--- src/rtl/mem_responder.sv ---
// Arbitrates instruction-fetch and data requests onto one fixed-latency
// single-port SRAM, returning registered read data with a one-cycle ready pulse.
module mem_responder #(
    parameter int LATENCY = 2,
    parameter int ADDR_W  = 16
) (
    input  logic              clk,
    input  logic              rst,
    input  logic              iren,
    input  logic [31:0]       iaddr,
    output logic [31:0]       iload,
    output logic              iready,
    input  logic              dren,
    input  logic              dwen,
    input  logic [31:0]       daddr,
    input  logic [31:0]       dstore,
    input  logic [3:0]        dbe,
    output logic [31:0]       dload,
    output logic              dready,
    output logic [ADDR_W-1:0] ram_addr,
    output logic [31:0]       ram_wdata,
    output logic [3:0]        ram_be,
    output logic              ram_ren,
    output logic              ram_wen,
    input  logic [31:0]       ram_rdata
);

    typedef enum logic [1:0] {IDLE, ACCESS, DONE} state_t;

    state_t     state, state_nxt;
    logic [3:0] cnt;
    logic       owner_data, is_write, last_was_data;
    logic       grant_data, grant_fetch, grant_write;

    // Byte offset and bits above the SRAM window are dropped: addresses wrap.
    logic unused_addr_bits;
    assign unused_addr_bits = ^{iaddr[31:ADDR_W+2], iaddr[1:0], daddr[31:ADDR_W+2], daddr[1:0]};

    always_comb begin
        grant_data  = (dren | dwen) & ~(last_was_data & iren);
        grant_fetch = iren & ~grant_data;
        grant_write = grant_data & dwen;
        state_nxt   = state;
        case (state)
            IDLE:    if (grant_data | grant_fetch) state_nxt = ACCESS;
            ACCESS:  if (cnt == 4'd1) state_nxt = DONE;
            DONE:    state_nxt = IDLE;
            default: state_nxt = IDLE;
        endcase
    end

    always_ff @(posedge clk or posedge rst) begin
        if (rst) state <= IDLE;
        else     state <= state_nxt;
    end

    always_ff @(posedge clk or posedge rst) begin
        if (rst) begin
            cnt           <= '0;
            owner_data    <= 1'b0;
            is_write      <= 1'b0;
            last_was_data <= 1'b0;
            iload         <= '0;
            dload         <= '0;
            iready        <= 1'b0;
            dready        <= 1'b0;
            ram_addr      <= '0;
            ram_wdata     <= '0;
            ram_be        <= '0;
            ram_ren       <= 1'b0;
            ram_wen       <= 1'b0;
        end else begin
            iready <= 1'b0;
            dready <= 1'b0;
            case (state)
                IDLE: begin
                    if (grant_data | grant_fetch) begin
                        owner_data <= grant_data;
                        is_write   <= grant_write;
                        ram_addr   <= grant_data ? daddr[ADDR_W+1:2] : iaddr[ADDR_W+1:2];
                        ram_wdata  <= dstore;
                        ram_be     <= grant_write ? dbe : 4'hF;
                        ram_ren    <= ~grant_write;
                        ram_wen    <= grant_write;
                        cnt        <= 4'(LATENCY);
                    end
                end
                ACCESS: begin
                    if (cnt == 4'd1) begin
                        ram_ren <= 1'b0;
                        ram_wen <= 1'b0;
                        iready  <= ~owner_data;
                        dready  <= owner_data;
                        if (!is_write) begin
                            if (owner_data) dload <= ram_rdata;
                            else            iload <= ram_rdata;
                        end
                    end else begin
                        cnt <= cnt - 4'd1;
                    end
                end
                DONE: last_was_data <= owner_data;
                default: ;
            endcase
        end
    end

endmodule

--- config.mk ---
export PLATFORM = sky130hd
export DESIGN_NAME = mem_responder
export DESIGN_NICKNAME = d
export VERILOG_FILES = /design/src/rtl/mem_responder.sv
export SDC_FILE = /design/constraint.sdc
export NUM_CORES = 1
export LEC_CHECK = 0
export ABC_CLOCK_PERIOD_IN_PS = 7050
export BUFFER_PORTS_ARGS = -buffer_cell sky130_fd_sc_hd__buf_2
export CORE_ASPECT_RATIO = 0.6
export CORE_MARGIN = 5
export CORE_UTILIZATION = 40
export DETAILED_ROUTE_END_ITERATION = 8
export PLACE_DENSITY = 0.72
export SYNTH_ARGS = -nofsm -noshare
export SYNTH_HDL_FRONTEND = slang
export SYNTH_SLANG_ARGS = --single-unit
--- constraint.sdc ---
create_clock -name clk -period 7.05 [get_ports clk]
set_input_delay 1.41 -clock clk [delete_from_list [all_inputs] [get_ports clk]]
set_output_delay 1.41 -clock clk [all_outputs]
set_load 0.02 [all_outputs]
---- Word-level counts from Yosys, hierarchy flattened ----
Cells that the tools add are included.
operators by class
  $add $sub $neg .......................... 1
  eq/ne operators ......................... 6
  muxes and demuxes ....................... 17
  bitwise logic cells ..................... 11
  reduce and logical (&&, ||, !) cells .... 8
operators with widths
  cell                   number
  $mux W16               1
  $mux W4                3
  $pmux W4 S2            1
  $reduce_and A4 Y1      2
  $mux W1                7
  $ne A2 B2 Y1 const B   3
  $reduce_and A3 Y1      2
  $not A1 Y1             5
  $and A1 B1 Y1          4
  $eq A4 B1 Y1 const B   1
  $mux W2                2
  $pmux W1 S2            2
  $pmux W2 S2            1
  $reduce_and A2 Y1      2
  $sub A4 B1 Y4 const B  1
  $eq A2 B1 Y1 const B   1
  $eq A2 B2 Y1 const B   1
  $logic_not A2 Y1       1
  $or A1 B1 Y1           2
  $reduce_bool A2 Y1     1
word-level totals
  flip-flop bits (word level) ............. 129
  word-level logic and storage cells ...... 57

---- Logic depth before layout (Yosys ltp) ----
  word-level depth ........................ 8
  gate-level depth with buffers ........... 6
  gate-level depth less buffers ........... 5

---- Worst setup path before layout ----
OpenSTA, ideal clock, no wires.
  path kind ............................... input -> register
  start point ............................. input port dren
  end point ............................... register cnt[1]
  library setup time ...................... 0.125 ns
  arrival time ............................ 2.459 ns
  setup slack ............................. 4.466 ns
  cell stages on the path ................. 4
  path through ............................ nor3_1 clkbuf_1 o22ai_1 mux2_2
between the ends
  word-level cells in the longest chain between the ends .. 7
RTL lines
  element                          line  RTL
  from (decl)                      13    input logic dren,
  $or A1 B1 Y1 (*)                 40    grant_data = (dren | dwen) & ~(last_was_data & iren);
  $and A1 B1 Y1 (*)                40
  $not A1 Y1                       41    grant_fetch = iren & ~grant_data;
  $and A1 B1 Y1                    41
  $or A1 B1 Y1 (*)                 77    if (grant_data | grant_fetch) begin
  $ne A2 B2 Y1 (no line) (*)       n/a
  $reduce_and A3 Y1 (no line) (*)  n/a
  to (signal assigned)             85    cnt <= 4'(LATENCY);
  to (signal assigned)             99    cnt <= cnt - 4'd1;
  to (decl)                        31    logic [3:0] cnt;
Every way passes the cells marked *; elsewhere a longest branch is shown, timed or not.
A chain may end at the register's enable or synchronous reset.

---- Worst setup path in the final report ----
  start point ............................. input port dren
  end point ............................... register ram_addr[14]
between the ends
  word-level cells in the longest chain between the ends .. 6
RTL lines
  element                      line  RTL
  $or A1 B1 Y1 (*)             40
  $and A1 B1 Y1 (*)            40
  $not A1 Y1                   41
  $and A1 B1 Y1                41
  $or A1 B1 Y1                 77
  $reduce_and A2 Y1 (no line)  n/a
  to (signal assigned)         80    ram_addr <= grant_data ? daddr[ADDR_W+1:2] : iaddr[ADDR_W+1:2];
  to (decl)                    20    output logic [ADDR_W-1:0] ram_addr,
Marked as above.

==> out/qor.yml <==
die_h_um: 98.4
cts.sinks: 129
ctsLongestPathBuffers: 2
crit_type: "primary input to flop"
yosysUniqueCellTypes: 36
drc: 0
rsz0062_at_grt: "no"
setup_viol: 0
synthAdderAreaFrac_pct: 0.481
yosys_warnings: 0
finalPower_mw: 3.75
core_um2: 12800
clkTransAtPathRegs_ns: 0.06
yosys.area.top_type: "dfrtp_1"
post_cts_resized: 0
ys_async_sr_fraction_pct: 100
slew_viol_final: 0
synth.most_common_cell: "dfrtp_1"
die-area_um2: 15500
drtAntennaViolNets: 0
gp_congestion: 0.814
critPathTopFamily: "compound AO/OA/AOI/OAI gates"
grt_pass1_vias: 4082
yosysTopAreaCellShare_pct: 62.0
total_leakage_power_nw: 3.50
hpwl_um: 9290
drt_first_pass_iters: 4
cts_root_buf: "clkbuf_16"
post_cts.repair.setup_buffers: 0
start_kind: "primary input"
vdd_drop_max_v: 0.000231
drive_gt1_share_pct: 63.0
drt-total-wl_um: 12800
yosysSeqAreaShare_pct: 62.0
cts_buffers: 17
hold_class: "flop to flop"
overflow: 0
hold_path_end: "dload[0]$_DFFE_PP0P_"
syn_area_per_cell_um2: 15.4
worst_pin_slew_ns: 1.15
postCtsHoldBufs: 0
clock_skew_ns: 0.00998
antenna_found_initial: 1
synthCells: 337
status: "complete, no violations"
timing.rr.end: "ram_wdata[20]$_DFFE_PP0P_"
finalCritPeriodShare_pct: 36.8
global_route.usage.total_pct: 16.7
max_freq_mhz: 385
synth_top_family_by_area: "multiplexers"
grt_pass1_wl_um: 20800
synth-compound-area-share_pct: 5.46
cp_data_arrival_time_ns: 2.85
num-nets-final: 706
port_buffers: 224
r2r_cells: 3
syn_area_um2: 5200
regToRegStartpoint: "state[0]$_DFFE_PP0P_"
slew_headroom_pct: 22.8
p_per_area_nw_per_um2: 527
synthTopCellsByCount: "dfrtp_1 (129), mux2_2 (68), o21ai_0 (37), mux2_4 (30), mux2i_1 (16)"
vias: 3669
min_from: "dload[0]$_DFFE_PP0P_"
crit_required_ns: 7.31
ctsHtreeMaxLevel: 4
setup_tns_ns: 0
synthXorXnorAreaFrac_pct: 0
grt_max_degree: 73
synth_edf_count: 0
cap_violations: 0
synth-simple-area-share_pct: 3.25
max_stage_delay_ns: 0.89
area_delta_synth_final_pct: 36.6
synth_nets: 476
reg2reg_slack_ns: 4.69
chipWidth_um: 157
synthMuxAreaShare_pct: 26.4
holdPathStages: 1
critical_path.slowest_cell: "o2bb2ai_2"
layout_min_cycle_time_ns: 2.60
ys.flop_type: "dfrtp_1"
start_util_pct: 40.6
insertedDiodeCount: 0
cp-end-kind: "flop"
io_pins: 257
path_cells: "buf_2 -> o2bb2ai_2 -> mux2i_1 -> o21ai_0"
cts_tree: "yes"
fp-row-count: 32
hold_viol: 0
drt_iter0_drc: 161
vias_per_cell: 4.90
synthTopCellsByArea: "dfrtp_1 (62%), mux2_2 (15%), mux2_4 (8.7%)"
wl_per_cell_um: 17.0
crit_fanout: 17
clk_latency_ns: 0.40
cp_num_buf_inv: 1
ys_seq_elements: 129
## report_power, final
| group | switching [mW] | internal (mW) | leakage, nW | total, mW |
|---|---|---|---|---|
| registers | 0.194 | 1.10 | 1.54 | 1.30 |
| clock network | 0.322 | 0.628 | 0.307 | 0.950 |
| logic | 0.857 | 0.647 | 1.65 | 1.50 |
## cell type report
type                       instances  area, µm²
multi-input combinational        187       1860
timing repair buffer             228       1150
sequential                       129       3230
tap                              170        213
fill                            1065       5700
inverter                           4       17.5
clock buffer                      18        429
clock inverter                    13        210
## routing by layer
metal / vias to the layer above / global-route usage (%) / wire length [µm]
li1: 1673 / - / -
met5: - / 0 / 7
met3: 12 / 7.22 / 1410
met4: 2 / 4.03 / 86
met2: 161 / 26.7 / 5820
met1: 1821 / 21.2 / 5440
## cell usage in the layout, fill, tap and decap left out, types with 3 or more instances in the layout
master,synthesis,layout
nand2_1,3,3
clkbuf_16,0,17
mux2i_1,16,16
mux2_2,68,68
o21ai_0,37,37
buf_2,8,224
buf_4,0,4
o22a_1,4,4
mux2_4,30,30
bufinv_16,0,5
dfrtp_1,129,129
inv_1,4,3
## worst max path at each step
stage | startpoint | cells past startpoint | endpoint | slack (ns)
final | dren | 4 | ram_addr[14]$_DFFE_PP0P_ | 4.45
after global placement | rst | 3 | ram_wdata[26]$_DFFE_PP0P_ | 4.09
after global routing | rst | 3 | ram_wdata[15]$_DFFE_PP0P_ | 4.16
after CTS | rst | 3 | ram_wdata[5]$_DFFE_PP0P_ | 4.43
after detailed placement | rst | 3 | ram_wdata[8]$_DFFE_PP0P_ | 4.00
after floorplan | rst | 1 | cnt[0]$_DFFE_PP0P_ | 2.20
## sequential cells by signal (all words and copies together) (netlist names), 2 cells and up
name       cells
state          2
ram_addr      16
dload         32
ram_wdata     32
ram_be         4
iload         32
cnt            4
## metrics by stage
step	std cells	instance area [µm²]	hold slack, ns	setup WS, ns	util [%]
2_1_floorplan	337	5200	0.497	2.20	-
3_3_place_gp	718	6470	0.482	4.09	50.5
6_report	749	7110	0.498	4.45	55.5
4_1_cts	749	7110	0.499	4.43	55.5
3_5_place_dp	718	6470	0.487	4.00	50.5
5_1_grt	749	7110	0.518	4.16	55.5
## kinds of logic after synthesis
group | Yosys count
AOI/OAI and AO/OA | 48
adders and majority gates | 2
buffers and inverters | 21
DFF | 129
muxes | 114
and+or+nand+nor | 23
No activity file was read; power rests on OpenSTA's default activity.
